## config.mk

```make
export PLATFORM = sky130hd
export DESIGN_NAME = pe_frame_sequencer_flat
export DESIGN_NICKNAME = d
export VERILOG_FILES = /design/src/rtl/pe_frame_sequencer_if.sv /design/src/rtl/pe_frame_sequencer.sv /design/src/flat_wrapper.sv
export SDC_FILE = /design/constraint.sdc
export NUM_CORES = 1
export LEC_CHECK = 0
export CORE_ASPECT_RATIO = 1.4
export CORE_MARGIN = 2
export CORE_UTILIZATION = 30
export CTS_CLUSTER_DIAMETER = 30
export DETAILED_ROUTE_END_ITERATION = 7
export SLEW_MARGIN = 10
export SYNTH_ARGS = -nofsm -noshare
export SYNTH_HDL_FRONTEND = slang
export SYNTH_SLANG_ARGS = --single-unit
export TNS_END_PERCENT = 1
```

## constraint.sdc

```tcl
create_clock -name Clk -period 3 [get_ports Clk]
set_input_delay 0.9 -clock Clk [delete_from_list [all_inputs] [get_ports Clk]]
set_output_delay 0.9 -clock Clk [all_outputs]
set_load 0.01 [all_outputs]
```

## src/rtl/pe_frame_sequencer_if.sv

```systemverilog
// rtl/pe_frame_sequencer_if.sv - pe Start/Ack handshake and pixel data bundle
// master = frame sequencer (initiator), slave = pe instance.
interface pe_frame_sequencer_if;
  logic       pe_start_sum;
  logic       pe_start_bg;
  logic       pe_ack;
  logic [7:0] pe_threshold;
  logic [7:0] pe_desired_bg_r;
  logic [7:0] pe_desired_bg_g;
  logic [7:0] pe_desired_bg_b;
  logic [7:0] pe_red_in;
  logic [7:0] pe_green_in;
  logic [7:0] pe_blue_in;
  logic [7:0] pe_red_exp;
  logic [7:0] pe_green_exp;
  logic [7:0] pe_blue_exp;
  logic       pe_sum_done;
  logic       pe_bg_done;
  logic [7:0] pe_red_sum;
  logic [7:0] pe_green_sum;
  logic [7:0] pe_blue_sum;
  logic [7:0] pe_red_out;
  logic [7:0] pe_green_out;
  logic [7:0] pe_blue_out;

  modport master (
    output pe_start_sum, pe_start_bg, pe_ack,
    output pe_threshold, pe_desired_bg_r, pe_desired_bg_g, pe_desired_bg_b,
    output pe_red_in, pe_green_in, pe_blue_in,
    output pe_red_exp, pe_green_exp, pe_blue_exp,
    input  pe_sum_done, pe_bg_done,
    input  pe_red_sum, pe_green_sum, pe_blue_sum,
    input  pe_red_out, pe_green_out, pe_blue_out
  );

  modport slave (
    input  pe_start_sum, pe_start_bg, pe_ack,
    input  pe_threshold, pe_desired_bg_r, pe_desired_bg_g, pe_desired_bg_b,
    input  pe_red_in, pe_green_in, pe_blue_in,
    input  pe_red_exp, pe_green_exp, pe_blue_exp,
    output pe_sum_done, pe_bg_done,
    output pe_red_sum, pe_green_sum, pe_blue_sum,
    output pe_red_out, pe_green_out, pe_blue_out
  );
endinterface

```

## src/rtl/pe_frame_sequencer.sv

```systemverilog
// rtl/pe_frame_sequencer.sv - two-pass (sum, background removal) frame sequencer for one pe
// Pass 1 accumulates per-channel sums to form the mean; pass 2 removes background and writes back.
module pe_frame_sequencer #(
  parameter int LOG2_PIXELS = 2,
  parameter int WAIT_LIMIT  = 255
) (
  input  logic                   Clk,
  input  logic                   Reset,
  input  logic                   Start,
  input  logic [7:0]             threshold,
  input  logic [7:0]             desired_bg_r,
  input  logic [7:0]             desired_bg_g,
  input  logic [7:0]             desired_bg_b,
  output logic                   Busy,
  output logic                   Done,
  output logic                   Error,
  output logic [LOG2_PIXELS-1:0] pix_addr,
  input  logic [7:0]             pix_r,
  input  logic [7:0]             pix_g,
  input  logic [7:0]             pix_b,
  output logic                   out_we,
  output logic [LOG2_PIXELS-1:0] out_addr,
  output logic [7:0]             out_r,
  output logic [7:0]             out_g,
  output logic [7:0]             out_b,
  pe_frame_sequencer_if.master   pe
);

  localparam int ACC_W = 8 + LOG2_PIXELS;
  localparam logic [LOG2_PIXELS-1:0] LAST_IDX = '1;
  localparam logic [7:0] WAIT_LAST = 8'(WAIT_LIMIT - 1);

  typedef enum logic [2:0] {
    S_IDLE,
    S_FETCH,
    S_ISSUE,
    S_WAIT,
    S_ACK,
    S_NEXT,
    S_MEAN,
    S_DONE
  } state_t;

  typedef enum logic {
    PASS_SUM,
    PASS_BG
  } pass_t;

  state_t                 state;
  state_t                 state_nx;
  pass_t                  pass;
  logic [LOG2_PIXELS-1:0] idx;
  logic [7:0]             wait_cnt;
  logic [ACC_W-1:0]       acc_r;
  logic [ACC_W-1:0]       acc_g;
  logic [ACC_W-1:0]       acc_b;
  logic                   flag;
  logic                   timeout;
  logic                   last;

  assign flag    = (pass == PASS_SUM) ? pe.pe_sum_done : pe.pe_bg_done;
  assign timeout = !flag && (wait_cnt == WAIT_LAST);
  assign last    = (idx == LAST_IDX);

  always_ff @(posedge Clk) begin
    if (!Reset) begin
      state <= S_IDLE;
    end else begin
      state <= state_nx;
    end
  end

  always_comb begin
    state_nx  = state;
    Busy      = 1'b0;
    Done      = 1'b0;
    pe.pe_ack = 1'b0;
    pix_addr  = idx;
    case (state)
      S_IDLE: begin
        if (Start) state_nx = S_FETCH;
      end
      S_FETCH: begin
        Busy     = 1'b1;
        state_nx = S_ISSUE;
      end
      S_ISSUE: begin
        Busy     = 1'b1;
        state_nx = S_WAIT;
      end
      S_WAIT: begin
        Busy = 1'b1;
        if (flag) begin
          state_nx = S_ACK;
        end else if (timeout) begin
          state_nx = S_DONE;
        end
      end
      S_ACK: begin
        Busy      = 1'b1;
        pe.pe_ack = 1'b1;
        if (!flag) state_nx = S_NEXT;
      end
      S_NEXT: begin
        Busy = 1'b1;
        if (last) begin
          state_nx = (pass == PASS_SUM) ? S_MEAN : S_DONE;
        end else begin
          state_nx = S_FETCH;
        end
      end
      S_MEAN: begin
        Busy     = 1'b1;
        state_nx = S_FETCH;
      end
      S_DONE: begin
        Done     = 1'b1;
        state_nx = S_IDLE;
      end
      default: begin
        state_nx = S_IDLE;
      end
    endcase
  end

  // Start pulses are registered together with pe_*_in so the pe samples
  // the new pixel on the same edge it sees its start request.
  always_ff @(posedge Clk) begin
    if (!Reset) begin
      pass               <= PASS_SUM;
      idx                <= '0;
      wait_cnt           <= '0;
      acc_r              <= '0;
      acc_g              <= '0;
      acc_b              <= '0;
      Error              <= 1'b0;
      out_we             <= 1'b0;
      out_addr           <= '0;
      out_r              <= '0;
      out_g              <= '0;
      out_b              <= '0;
      pe.pe_start_sum    <= 1'b0;
      pe.pe_start_bg     <= 1'b0;
      pe.pe_threshold    <= '0;
      pe.pe_desired_bg_r <= '0;
      pe.pe_desired_bg_g <= '0;
      pe.pe_desired_bg_b <= '0;
      pe.pe_red_in       <= '0;
      pe.pe_green_in     <= '0;
      pe.pe_blue_in      <= '0;
      pe.pe_red_exp      <= '0;
      pe.pe_green_exp    <= '0;
      pe.pe_blue_exp     <= '0;
    end else begin
      pe.pe_start_sum <= 1'b0;
      pe.pe_start_bg  <= 1'b0;
      out_we          <= 1'b0;
      case (state)
        S_IDLE: begin
          if (Start) begin
            pe.pe_threshold    <= threshold;
            pe.pe_desired_bg_r <= desired_bg_r;
            pe.pe_desired_bg_g <= desired_bg_g;
            pe.pe_desired_bg_b <= desired_bg_b;
            acc_r              <= '0;
            acc_g              <= '0;
            acc_b              <= '0;
            idx                <= '0;
            Error              <= 1'b0;
            pass               <= PASS_SUM;
          end
        end
        S_ISSUE: begin
          pe.pe_red_in   <= pix_r;
          pe.pe_green_in <= pix_g;
          pe.pe_blue_in  <= pix_b;
          wait_cnt       <= '0;
          if (pass == PASS_SUM) begin
            pe.pe_start_sum <= 1'b1;
          end else begin
            pe.pe_start_bg <= 1'b1;
          end
        end
        S_WAIT: begin
          if (flag) begin
            if (pass == PASS_SUM) begin
              acc_r <= acc_r + ACC_W'(pe.pe_red_sum);
              acc_g <= acc_g + ACC_W'(pe.pe_green_sum);
              acc_b <= acc_b + ACC_W'(pe.pe_blue_sum);
            end else begin
              out_we   <= 1'b1;
              out_addr <= idx;
              out_r    <= pe.pe_red_out;
              out_g    <= pe.pe_green_out;
              out_b    <= pe.pe_blue_out;
            end
          end else if (timeout) begin
            Error <= 1'b1;
          end else begin
            wait_cnt <= wait_cnt + 8'd1;
          end
        end
        S_NEXT: begin
          idx <= last ? '0 : idx + 1'b1;
        end
        S_MEAN: begin
          pe.pe_red_exp   <= 8'(acc_r >> LOG2_PIXELS);
          pe.pe_green_exp <= 8'(acc_g >> LOG2_PIXELS);
          pe.pe_blue_exp  <= 8'(acc_b >> LOG2_PIXELS);
          pass            <= PASS_BG;
        end
        default: begin
        end
      endcase
    end
  end

endmodule

```

## src/flat_wrapper.sv

```systemverilog
// flat-port wrapper written by rule: the top's interface ports become plain ports
module pe_frame_sequencer_flat 
#(
  parameter int LOG2_PIXELS = 2,
  parameter int WAIT_LIMIT  = 255
)
  (Clk, Reset, Start, threshold, desired_bg_r, desired_bg_g, desired_bg_b, Busy, Done, Error, pix_addr, pix_r, pix_g, pix_b, out_we, out_addr, out_r, out_g, out_b, pe_pe_start_sum, pe_pe_start_bg, pe_pe_ack, pe_pe_threshold, pe_pe_desired_bg_r, pe_pe_desired_bg_g, pe_pe_desired_bg_b, pe_pe_red_in, pe_pe_green_in, pe_pe_blue_in, pe_pe_red_exp, pe_pe_green_exp, pe_pe_blue_exp, pe_pe_sum_done, pe_pe_bg_done, pe_pe_red_sum, pe_pe_green_sum, pe_pe_blue_sum, pe_pe_red_out, pe_pe_green_out, pe_pe_blue_out);
  pe_frame_sequencer_if pe_i ();
  input  logic Clk;
  input  logic Reset;
  input  logic Start;
  input  logic [7:0] threshold;
  input  logic [7:0] desired_bg_r;
  input  logic [7:0] desired_bg_g;
  input  logic [7:0] desired_bg_b;
  output logic Busy;
  output logic Done;
  output logic Error;
  output logic [LOG2_PIXELS-1:0] pix_addr;
  input  logic [7:0] pix_r;
  input  logic [7:0] pix_g;
  input  logic [7:0] pix_b;
  output logic out_we;
  output logic [LOG2_PIXELS-1:0] out_addr;
  output logic [7:0] out_r;
  output logic [7:0] out_g;
  output logic [7:0] out_b;
  output wire logic [$bits(pe_i.pe_start_sum)-1:0] pe_pe_start_sum;
  output wire logic [$bits(pe_i.pe_start_bg)-1:0] pe_pe_start_bg;
  output wire logic [$bits(pe_i.pe_ack)-1:0] pe_pe_ack;
  output wire logic [$bits(pe_i.pe_threshold)-1:0] pe_pe_threshold;
  output wire logic [$bits(pe_i.pe_desired_bg_r)-1:0] pe_pe_desired_bg_r;
  output wire logic [$bits(pe_i.pe_desired_bg_g)-1:0] pe_pe_desired_bg_g;
  output wire logic [$bits(pe_i.pe_desired_bg_b)-1:0] pe_pe_desired_bg_b;
  output wire logic [$bits(pe_i.pe_red_in)-1:0] pe_pe_red_in;
  output wire logic [$bits(pe_i.pe_green_in)-1:0] pe_pe_green_in;
  output wire logic [$bits(pe_i.pe_blue_in)-1:0] pe_pe_blue_in;
  output wire logic [$bits(pe_i.pe_red_exp)-1:0] pe_pe_red_exp;
  output wire logic [$bits(pe_i.pe_green_exp)-1:0] pe_pe_green_exp;
  output wire logic [$bits(pe_i.pe_blue_exp)-1:0] pe_pe_blue_exp;
  input wire logic [$bits(pe_i.pe_sum_done)-1:0] pe_pe_sum_done;
  input wire logic [$bits(pe_i.pe_bg_done)-1:0] pe_pe_bg_done;
  input wire logic [$bits(pe_i.pe_red_sum)-1:0] pe_pe_red_sum;
  input wire logic [$bits(pe_i.pe_green_sum)-1:0] pe_pe_green_sum;
  input wire logic [$bits(pe_i.pe_blue_sum)-1:0] pe_pe_blue_sum;
  input wire logic [$bits(pe_i.pe_red_out)-1:0] pe_pe_red_out;
  input wire logic [$bits(pe_i.pe_green_out)-1:0] pe_pe_green_out;
  input wire logic [$bits(pe_i.pe_blue_out)-1:0] pe_pe_blue_out;
  assign pe_pe_start_sum = pe_i.pe_start_sum;
  assign pe_pe_start_bg = pe_i.pe_start_bg;
  assign pe_pe_ack = pe_i.pe_ack;
  assign pe_pe_threshold = pe_i.pe_threshold;
  assign pe_pe_desired_bg_r = pe_i.pe_desired_bg_r;
  assign pe_pe_desired_bg_g = pe_i.pe_desired_bg_g;
  assign pe_pe_desired_bg_b = pe_i.pe_desired_bg_b;
  assign pe_pe_red_in = pe_i.pe_red_in;
  assign pe_pe_green_in = pe_i.pe_green_in;
  assign pe_pe_blue_in = pe_i.pe_blue_in;
  assign pe_pe_red_exp = pe_i.pe_red_exp;
  assign pe_pe_green_exp = pe_i.pe_green_exp;
  assign pe_pe_blue_exp = pe_i.pe_blue_exp;
  assign pe_i.pe_sum_done = pe_pe_sum_done;
  assign pe_i.pe_bg_done = pe_pe_bg_done;
  assign pe_i.pe_red_sum = pe_pe_red_sum;
  assign pe_i.pe_green_sum = pe_pe_green_sum;
  assign pe_i.pe_blue_sum = pe_pe_blue_sum;
  assign pe_i.pe_red_out = pe_pe_red_out;
  assign pe_i.pe_green_out = pe_pe_green_out;
  assign pe_i.pe_blue_out = pe_pe_blue_out;
  pe_frame_sequencer #(.LOG2_PIXELS(LOG2_PIXELS), .WAIT_LIMIT(WAIT_LIMIT)) u_core (.Clk(Clk), .Reset(Reset), .Start(Start), .threshold(threshold), .desired_bg_r(desired_bg_r), .desired_bg_g(desired_bg_g), .desired_bg_b(desired_bg_b), .Busy(Busy), .Done(Done), .Error(Error), .pix_addr(pix_addr), .pix_r(pix_r), .pix_g(pix_g), .pix_b(pix_b), .out_we(out_we), .out_addr(out_addr), .out_r(out_r), .out_g(out_g), .out_b(out_b), .pe(pe_i));
endmodule
```

### Yosys cells after proc, flatten, opt, wreduce, memory -nomap -nowiden

Cells that the tools add are included.

* $mul: 0
* shifts and indexed selects: 0
* eq/ne operators: 17
* add/subtract/negate cells: 5
* mux-type cells: 34
* bitwise gates (word level): 0
* reductions and logical operators: 18
* divide/modulo/power cells: 0
* $lt $le $gt $ge: 0

Operators by type and width (count)
* $mux W10: 7
* $pmux W10 S2: 3
* $add A10 B8 Y10: 3
* $pmux W3 S8: 1
* $mux W8: 2
* $pmux W8 S2: 1
* $mux W3: 5
* $eq A3 B3 Y1 const B: 4
* $reduce_and A3 Y1: 4
* $mux W1: 10
* $ne A2 B2 Y1 const B: 5
* $add A8 B1 Y8 const B: 1
* $eq A8 B8 Y1 const B: 1
* $reduce_and A2 Y1: 4
* $reduce_and A4 Y1: 2
* $reduce_bool A2 Y1: 4
* $eq A3 B2 Y1 const B: 2
* $reduce_or A6 Y1: 1
* $mux W2: 2
* $ne A2 B1 Y1 const B: 2
* $pmux W1 S2: 2
* $pmux W2 S2: 1
* $eq A3 B1 Y1 const B: 1
* $logic_not A3 Y1: 1
* other kinds (5): 5

* memory bits (writable): 0
* logic and storage cells: 99
* flip-flop bits (word level): 154
* bits of input ports: 109
* bits in read-only memories: 0
* latch bits: 0
* memories: 0
* output and inout port bits: 115

### Depth between registers and ports, before layout

Gate-level depths: netlist of the first run.

* word-level depth: 6
* gate-level depth with buffers: 8
* mapped depth without buffers: 8

### Least setup slack after synthesis of the first run

No wires, ideal clock.

* path kind: input-to-reg
* from: input port pe_pe_red_sum[0]
* to: register u_core.acc_r[8]
* path buffers: 0
* setup slack: 0.574 ns
* stages on the path: 8
* data required time: 2.938 ns
* arrival time: 2.364 ns
* library setup time: 0.062 ns
* cells stage by stage: ha_1 -> inv_1 -> fa_1 -> nor2b_1 -> o31ai_1 -> a211oi_1 -> or4_1 -> nand3_1

* cells in the longest elaborated chain, start to end: 4

Ends and longest elaborated chain
* start, declared: line flat_wrapper.sv:43 `input wire logic [$bits(pe_i.pe_red_sum)-1:0] pe_pe_red_sum;`
* $add A10 B8 Y10: line pe_frame_sequencer.sv:187 `acc_r <= acc_r + ACC_W'(pe.pe_red_sum);`
* $mux W10: line pe_frame_sequencer.sv:186 `if (pass == PASS_SUM) begin`
* $mux W10: line pe_frame_sequencer.sv:185 `if (flag) begin`
* $pmux W10 S2: line pe_frame_sequencer.sv:158 `case (state)`
* end signal, assigned: line pe_frame_sequencer.sv:187
* end, declared: line pe_frame_sequencer.sv:54 `logic [ACC_W-1:0] acc_r;`

No other way between the ends. The select of a mux whose other input is x is not followed.
A chain may end at the register's enable or synchronous reset.

### Worst setup path after layout of the first run

* from: register u_core.state[1]
* to: output port Done

* cells in the longest elaborated chain, start to end: 2

Ends and longest elaborated chain
* start, declared: line pe_frame_sequencer.sv:49 `state_t state;`
* start signal, assigned: line pe_frame_sequencer.sv:69 `state <= state_nx;`
* $eq A3 B3 Y1: line pe_frame_sequencer.sv:79 `case (state)`
* $mux W1: line pe_frame_sequencer.sv:79
* end, declared: line flat_wrapper.sv:17 `output logic Done;`

No other way between the ends.

==> metrics.csv, run 1 <==
metric,value,unit
max-slew violations,0,
Max Fclk,349,MHz
Setup-failing EPs final,0,
worst-skew pair later-pin latency,430,ps
largest net degree at the start of global routing,48,
# port buffers,223,
routed vias/inst,4.64,
net count after synthesis,981,
synth warn,0,
setup TNS,0,ps
H-tree level count,4,
final hold slack,460,ps
register bit total from synthesis,154,
Net Sw Power,1.33,mW
Cells after DPL,1352,
met2 GRT Util,29.2,%
Pleak,3.67,nW
Die X,133,µm
CTS max path bufs,2,
Clock power frac,42.9,%
Post-CTS Setup Inserts,0,
post-synthesis async set-or-reset flop share,0,%
Initial DRC Count,319,
relative slew slack,39.7,%
wire per inst,14.8,µm
Syn-to-layout area delta,46.7,%
DRC,0,
post-CTS sizing,0,
Yosys cell types,55,
global-route wire length before repair,32.3,mm
part of the power in combinational logic,15.5,%
Tcrit/Tclk final,95.6,%
Setup CP Type,reg2out,
Max Cap Violations,0,
initial antenna violation count,1,
vias in the first global route,6076,
Power Density,508,nW/µm²
fin cells,1383,
Post-CTS Hold Fix Bufs,0,
crit end category,output pin,
DIE AREA,24500,µm²
Final Hold Fails,0,
mapped cell area,6990,µm²
Reg power frac,41.6,%
cts bufs inserted,17,
Via Count,6415,
antenna cells,0,
Total GRT Usage,16.6,%
worst setup margin,133,ps
CTS tree,built,
Critical Path Fanout Max,8,
Synth Area per Inst,8.30,µm²
Clock transition at path regs,60,ps
"Most Used Layer, Global Route",met2,
Syn Inst Count,842,
DP Wirelength,15.1,mm
Die Span Y,185,µm
core area,23000,µm²
Final nets,1204,
sequential share of the synthesized area,44.1,%
Starting Density,30.3,%
switch share,25.4,%
worst hold-check path type,reg2reg,
Worst Setup Start Kind,flop,
Worst EP required,2100,ps
outcome,"complete, no violations",
Power Internal,3.88,mW
Tmin final,2870,ps
Rows,66,
Final ANT Viol Nets,0,
met3 GRT Util,5.01,%
root buffer cell,clkbuf_16,
crit path DAT,1970,ps
RSZ-0062 raised after global routing,no,
VDD IR-drop max,374,µV
share of cells above drive strength 1,6.41,%
io pins,224,
pre-CTS WS,-34.7,ps
CTS sink cnt,154,
grt met1 use,18.9,%
drt total wl,20.5,mm
Worst Tran Pin Value,902,ps
"Primary FF master, synth",dfxtp_1,
"count leader, synth",nand2_1,
cell taking the most area after synthesis,dfxtp_1,
top post-synthesis cells by area,"dfxtp_1 (44%), nand2_1 (13%), a21boi_0 (12%)",
post-synth top area share,44.1,%
Post-synth EDFFs,0,
biggest regs,"u_core.acc_b (10), u_core.acc_g (10), u_core.acc_r (10)",
final core occ,44.5,%
Pre-antenna DRT Iters,4,
most instantiated cells after synthesis,"nand2_1 (249), dfxtp_1 (154), a21boi_0 (116), clkbuf_1 (37), nand3_1 (31)",
GRT overflow,0,
routability congestion estimate,0.820,
Clock Skews,7.77,ps
power groups by stage:
stage	Clock, mW	Combinational [mW]	Sequential, mW
final	2.23	0.808	2.17
after global routing	2.38	0.883	2.18
after CTS	2.30	0.820	2.17
after detailed placement	0	0.816	2.21
after global placement	0	0.814	2.21
after floorplan	0	0.342	2.24
layout by cell type (no fill, tap or decap), types with 10 or more instances in the layout:
| cell | netlist | layout |
|---|---|---|
| inv_1 | 21 | 21 |
| nand3_1 | 31 | 31 |
| nor3_1 | 11 | 10 |
| clkbuf_16 | 0 | 17 |
| clkdlybuf4s50_1 | 0 | 222 |
| nand2_1 | 249 | 249 |
| o21ai_0 | 22 | 22 |
| ha_1 | 27 | 27 |
| nor2_1 | 25 | 25 |
| nor2b_1 | 10 | 10 |
| buf_4 | 0 | 27 |
| a21boi_0 | 116 | 116 |
| xnor2_1 | 10 | 10 |
| a21oi_1 | 16 | 16 |
| dfxtp_1 | 154 | 154 |
critical path, cell delays in order (launching register included):
cell and delay [ps]:
dfxtp_1 450, inv_1 210, nor3_1 290, clkdlybuf4s50_1 600
metal layers:
layer  up-vias  part of all wire (%)
li1       3309                     -
met1      2917                    41
met2       159                    51
met3        30                   5.8
met4         0                   2.5
met5         -                     0
cells by family (layout without fill, tap and decap cells):
family,after synthesis,in the layout,share of synthesized area [%]
buffers and inverters,67,302,3.85
DFF,154,154,44.1
xor gates and xnor gates,17,17,2.13
AOI/OAI and AO/OA,209,209,21.3
muxes,3,3,0.448
and+or+nand+nor,362,362,22.4
adders and majority gates,30,30,5.70
per-stage QoR:
| stage | area [µm²] | total power [mW] |
|---|---|---|
| after global routing | 10200 | 5.44 |
| after detailed placement | 9640 | 3.03 |
| after CTS | 10200 | 5.28 |
| after global placement | 9640 | 3.02 |
| final | 10200 | 5.21 |
| after floorplan | 6990 | 2.58 |
cell type report:
cell class | count | area (µm²)
multi-input combinational | 621 | 3650
clock buffer | 21 | 460
clock inverter | 10 | 143
tap | 306 | 383
sequential | 154 | 3080
fill | 2324 | 12800
timing repair buffer | 250 | 2440
inverter | 21 | 78.8
final timing paths:
check | startpoint | endpoint | slack [ps] | depth (start not counted)
setup / recovery | u_core.state[1] | Done | 130 | 3
hold / removal | u_core.pe.pe_red_in[6] | u_core.pe.pe_red_in[6] | 460 | 2
setup reg to reg | u_core.state[1] | u_core.acc_g[8] | 950 | 7
hold reg to reg | u_core.pe.pe_red_in[6] | u_core.pe.pe_red_in[6] | 460 | 2
Power figures use the tool's default switching activity.
==> run 2: changes to the inputs <==
Settings changed: CORE_UTILIZATION 30 to 45, PLACE_DENSITY set to 0.78, REMOVE_ABC_BUFFERS set to 1.
==> run 2 against run 1 <==
  * Cell area fell by 1.3%
  * Routed wire length decreased by 12%
  * Sequential share of layout area up 0.38 points
  * Highest routed layer unchanged
  * Critical path depth stayed put
  * Worst hold slack improved by 0.85 ps
  * Largest cell class unchanged
  * First-iteration DRC count fell by 13%
  * Largest power group unchanged
  * Register-to-register slack improved by 90 ps
  * Via count grew 0.36%
  * Count of clock-buffer cells in the layout is 3 lower
==> metrics.csv, run 2 (synthesis results as in run 1) <==
metric,value,unit,change
outcome,"complete, no violations",,unchanged
"most common cell after layout, fill and taps aside",nand2_1,,unchanged
Worst Setup SP,u_core.state[1],,unchanged
Die X,109,µm,was 133 µm
DP Wirelength,12.7,mm,was 15.1 mm
Final ANT Viol Nets,0,,unchanged
Syn-to-layout area delta,44.8,%,was 46.7%
switch share,24.5,%,was 25.4%
Critical Path Fanout Max,6,,was 8
Power Density,525,nW/µm²,was 508 nW/µm²
Worst Setup Start Kind,flop,,unchanged
Pre-antenna DRT Iters,4,,unchanged
"Slowest-stage cell, CP",clkdlybuf4s50_1,,unchanged
wire per inst,14.3,µm,was 14.8 µm
worst-skew pair later-pin latency,420,ps,was 430 ps
cts bufs inserted,17,,unchanged
FF-to-FF End,u_core.acc_r[8],,was u_core.acc_g[8]
VDD IR-drop max,411,µV,was 374 µV
biggest regs,"u_core.acc_b (10), u_core.acc_g (10), u_core.acc_r (10)",,unchanged
H-tree level count,4,,unchanged
Cells after DPL,1233,,"was 1,352"
filler cell count,1325,,"was 2,324"
fin cells,1265,,"was 1,383"
CTS tree,built,,unchanged
Final nets,1199,,"was 1,204"
Max Fclk,365,MHz,was 349 MHz
DRC,0,,unchanged
Tmin final,2740,ps,was 2870 ps
Reg power frac,40.7,%,was 41.6%
initial antenna violation count,0,,was 1
Post-CTS Setup Inserts,0,,unchanged
CTS max path bufs,2,,unchanged
drt total wl,18.1,mm,was 20.5 mm
Total GRT Usage,21.9,%,was 16.6%
top sig layer,met4,,unchanged
core area,15100,µm²,"was 23,000 µm²"
Clock power frac,44.4,%,was 42.9%
DIE AREA,16600,µm²,"was 24,500 µm²"
crit end category,output pin,,unchanged
"Critical Path, Cell by Cell",inv_1 > nor3_1 > clkdlybuf4s50_1,,unchanged
global-route wire length before repair,28.7,mm,was 32.3 mm
vias in the first global route,5941,,"was 6,076"
routability congestion estimate,0.844,,was 0.820
Die Span Y,151,µm,was 185 µm
routed vias/inst,5.09,,was 4.64
part of the power in combinational logic,14.8,%,was 15.5%
crit path DAT,1840,ps,was 1970 ps
root buffer cell,clkbuf_16,,unchanged
antenna cells,0,,unchanged
wire length on met3,968,µm,was 1.18 mm
Power Internal,4.01,mW,was 3.88 mW
share of cells above drive strength 1,6.15,%,was 6.41%
post-CTS sizing,0,,unchanged
worst hold-check path type,reg2reg,,unchanged
register area,3080,µm²,unchanged
Initial DRC Count,278,,was 319
Critical Path End,Done,,unchanged
Clock Skews,7.53,ps,was 7.77 ps
Clock transition at path regs,60,ps,about the same
relative slew slack,38.5,%,was 39.7%
Rows,53,,was 66
Final Hold Fails,0,,unchanged
most frequent cells in the layout,"nand2_1 (249), clkdlybuf4s50_1 (222), dfxtp_1 (154), a21boi_0 (116), nand3_1 (31)",,unchanged
Worst EP required,2100,ps,about the same
routed wl met2,9.00,mm,was 10.5 mm
CTS sink cnt,154,,unchanged
Via Count,6438,,"was 6,415"
r2r startpoint,u_core.acc_r[0],,was u_core.state[1]
# port buffers,223,,unchanged
wl on met1,7.61,mm,was 8.36 mm
register-to-register setup slack,1040,ps,was 950 ps
Post-CTS Hold Fix Bufs,0,,unchanged
largest net degree at the start of global routing,116,,was 48
setup TNS,0,ps,unchanged
Pleak,3.68,nW,was 3.67 nW
Setup CP Type,reg2out,,unchanged
Starting Density,46.2,%,was 30.3%
Worst path max stage delay,610,ps,was 600 ps
RSZ-0062 raised after global routing,no,,unchanged
max-slew violations,0,,unchanged
multi-input logic area,3650,µm²,about the same
Setup-failing EPs final,0,,unchanged
Tcrit/Tclk final,91.4,%,was 95.6%
GRT overflow,0,,unchanged
Net Sw Power,1.30,mW,was 1.33 mW
Worst Tran Pin Value,921,ps,was 902 ps
io pins,224,,unchanged
Max Cap Violations,0,,unchanged
Worst R2R Path Depth,8,,was 7
[run 2: worst min-delay path by stage]
stage                     depth (start not counted)            endpoint  slack, ps          startpoint
after CTS                                         2     u_core.out_r[3]        460     u_core.out_r[3]
after global routing                              2     u_core.out_r[3]        480     u_core.out_r[3]
after global placement                            2  u_core.out_addr[0]        450  u_core.out_addr[0]
final                                             2     u_core.out_r[3]        460     u_core.out_r[3]
after detailed placement                          2  u_core.out_addr[0]        450  u_core.out_addr[0]
after floorplan                                   2     u_core.acc_b[6]        450     u_core.acc_b[6]
[run 2: power by group through the flow]
stage	clock, mW	sequential, mW	combinational [mW]
floorplan	0	2.25	0.292
global placement	0	2.21	0.780
detailed placement	0	2.21	0.784
CTS	2.41	2.16	0.790
global route	2.49	2.17	0.859
finish	2.36	2.16	0.787
[run 2: layout make-up]
class	instances	area share, %
tap	192	2.37
multi-input combinational	621	36.0
clock buffer	18	4.24
clock inverter	14	2.16
inverter	21	0.779
timing repair buffer	245	23.9
sequential	154	30.5
[run 2: through the flow]
step / setup WS [ps] / hold WS, ps / power, mW / area (µm²) / util, %
floorplan: 200 / 450 / 2.54 / 6800 / -
global placement: 80.6 / 447 / 2.99 / 9470 / 62.6
detailed placement: 23.0 / 446 / 2.99 / 9470 / 62.6
CTS: 244 / 464 / 5.36 / 10100 / 66.9
global route: 181 / 479 / 5.52 / 10100 / 66.9
finish: 258 / 461 / 5.31 / 10100 / 66.9
[run 2: critical path: cells and delay by family, from the launching register on]
family                 cells  cell delay, ps
flip-flops                 1             380
buffers and inverters      2             780
AND/OR/NAND/NOR            1             270
[run 2: layer usage]
layer  GRT usage [%]  vias to the layer above
met5               0                        -
met4            10.0                        0
met3            5.25                       33
met2            37.2                      164
met1            25.8                     2932
li1                -                     3309
==> run 3: changes to the inputs <==
Settings changed: PLACE_DENSITY 0.78 to not set, PLACE_DENSITY_LB_ADDON set to 0.08.
==> run 3 against run 2 <==
  * Maximum frequency increased by 0.25%
  * Global-route usage increased by 0.36 points
  * Critical path depth increased by 1
  * Combinational power about the same
  * Clock power decreased by 11%
  * First-iteration DRC count decreased by 19%
  * Sequential power about the same
  * Register-to-register slack got worse by 70 ps
  * Setup slack improved by 6.9 ps
  * Count of clock-buffer cells in the layout increased by 3
  * Worst hold slack got worse by 7.6 ps
  * Largest power group is now registers
  * Highest routed layer unchanged
==> metrics.csv, run 3 (synthesis results as in run 1) <==
metric,value,unit,change
core area,15100,µm²,unchanged
Starting Density,46.2,%,unchanged
global-route wire length before repair,29.0,mm,was 28.7 mm
Crit path buffers/inverters,2,,unchanged
pre-CTS WS,-4.73,ps,was 23.0 ps
CTS max path bufs,2,,unchanged
Final nets,1202,,"was 1,199"
wire per inst,14.1,µm,was 14.3 µm
share of cells above drive strength 1,6.32,%,was 6.15%
post-placement cell area,9490,µm²,was 9470 µm²
routed vias/inst,5.05,,was 5.09
CTS sink cnt,154,,unchanged
Total GRT Usage,22.2,%,was 21.9%
worst-skew pair later-pin latency,420,ps,about the same
Pre-antenna DRT Iters,4,,unchanged
Power Density,501,nW/µm²,was 525 nW/µm²
max-slew violations,0,,unchanged
Max Cap Violations,0,,unchanged
GRT overflow,0,,unchanged
io pins,224,,unchanged
relative slew slack,36.9,%,was 38.5%
DRC,0,,unchanged
worst setup margin,265,ps,was 258 ps
Final Hold Fails,0,,unchanged
Syn-to-layout area delta,44.2,%,was 44.8%
Die Span Y,151,µm,unchanged
filler cell count,1335,,"was 1,325"
Setup CP Type,reg2out,,unchanged
post-CTS sizing,0,,unchanged
root buffer cell,clkbuf_16,,unchanged
Post-CTS Hold Fix Bufs,0,,unchanged
Top delay family on crit path,buffers and inverters,,unchanged
outcome,"complete, no violations",,unchanged
Post-CTS Setup Inserts,0,,unchanged
H-tree level count,4,,unchanged
final core occ,66.6,%,was 66.9%
DP Wirelength,12.7,mm,about the same
drt total wl,17.9,mm,was 18.1 mm
Worst EP required,2100,ps,about the same
"Slowest-stage cell, CP",clkdlybuf4s50_1,,unchanged
Pwr Total,5.05,mW,was 5.31 mW
biggest regs,"u_core.acc_b (10), u_core.acc_g (10), u_core.acc_r (10)",,unchanged
most frequent cells in the layout,"nand2_1 (249), clkdlybuf4s50_1 (222), dfxtp_1 (154), a21boi_0 (116), nand3_1 (31)",,unchanged
CTS tree,built,,unchanged
DIE AREA,16600,µm²,unchanged
Worst Tran Pin Value,944,ps,was 921 ps
"Critical Path, Cell by Cell",buf_4 > nand2b_1 > nor2_1 > clkdlybuf4s50_1,,was inv_1 > nor3_1 > clkdlybuf4s50_1
"most common cell after layout, fill and taps aside",nand2_1,,unchanged
routability congestion estimate,0.870,,was 0.844
Initial DRC Count,226,,was 278
# port buffers,223,,unchanged
crit end category,output pin,,unchanged
cts bufs inserted,17,,unchanged
antenna cells,0,,unchanged
Rows,53,,unchanged
Tcrit/Tclk final,91.2,%,was 91.4%
Setup-failing EPs final,0,,unchanged
VDD IR-drop max,398,µV,was 411 µV
vias in the first global route,6149,,"was 5,941"
Tmin final,2730,ps,was 2740 ps
Clock transition at path regs,60,ps,about the same
largest net degree at the start of global routing,119,,was 116
worst hold-check path type,reg2reg,,unchanged
Max Fclk,366,MHz,was 365 MHz
Via Count,6409,,"was 6,438"
Clock Skews,7.12,ps,was 7.53 ps
Final ANT Viol Nets,0,,unchanged
Critical Path Fanout Max,14,,was 6
Pleak,3.67,nW,was 3.68 nW
RSZ-0062 raised after global routing,no,,unchanged
Worst Setup Start Kind,flop,,unchanged
Die X,109,µm,unchanged
Worst path max stage delay,550,ps,was 610 ps
crit path DAT,1830,ps,was 1840 ps
initial antenna violation count,0,,unchanged
finished layout cell area,10100,µm²,about the same
[run 3: cell count changes in the layout (fill, tap and decap cells not counted), sizes merged]
cell / change
clkinv: +3
buf: +3
bufinv: -3
clkbuf: +3
inv: -3
[run 3: worst min-delay path, cell delays in order, from the launching register on]
cell	delay, ps
dfxtp_1	310
nand2_1	50
a21boi_1	50
[run 3: cell type report]
type                            instances  area (µm²)  share of cell area [%]
Clock buffer                           21         460                    4.57
Clock inverter                         11         121                    1.20
Inverter                               21        78.8                   0.783
Multi-Input combinational cell        621        3650                    36.2
Sequential cell                       154        3080                    30.6
Tap cell                              192         240                    2.38
Timing Repair Buffer                  248        2440                    24.2
[run 3: metrics by stage]
| stage | hold slack (ps) | instances | setup TNS (ps) |
|---|---|---|---|
| 3_3_place_gp | 443 | 1236 | 0 |
| 3_5_place_dp | 451 | 1236 | -4.73 |
| 5_1_grt | 480 | 1268 | 0 |
| 6_report | 453 | 1268 | 0 |
| 4_1_cts | 460 | 1268 | 0 |
| 2_1_floorplan | 450 | 796 | 0 |
[run 3: power by group]
part | internal [mW] | switching, mW
combinational | 0.410 | 0.380
sequential | 2.12 | 0.0412
clock | 1.27 | 0.825
[run 3: path summary, 6_finish.rpt]
kind | from | endpoint | slack, ps | cells after the start
hold reg to reg | u_core.out_addr[0] | u_core.out_addr[0] | 450 | 2
setup / recovery | u_core.state[2] | pe_pe_ack | 270 | 4
setup reg to reg | u_core.state[1] | u_core.wait_cnt[6] | 970 | 7
hold / removal | u_core.out_addr[0] | u_core.out_addr[0] | 450 | 2
[run 3: routing by layer]
layer | global-route usage, % | wire [µm]
met1 | 26.1 | 7590
met2 | 36.2 | 8460
met3 | 8.91 | 1560
met4 | 8.54 | 327
met5 | 0 | 0
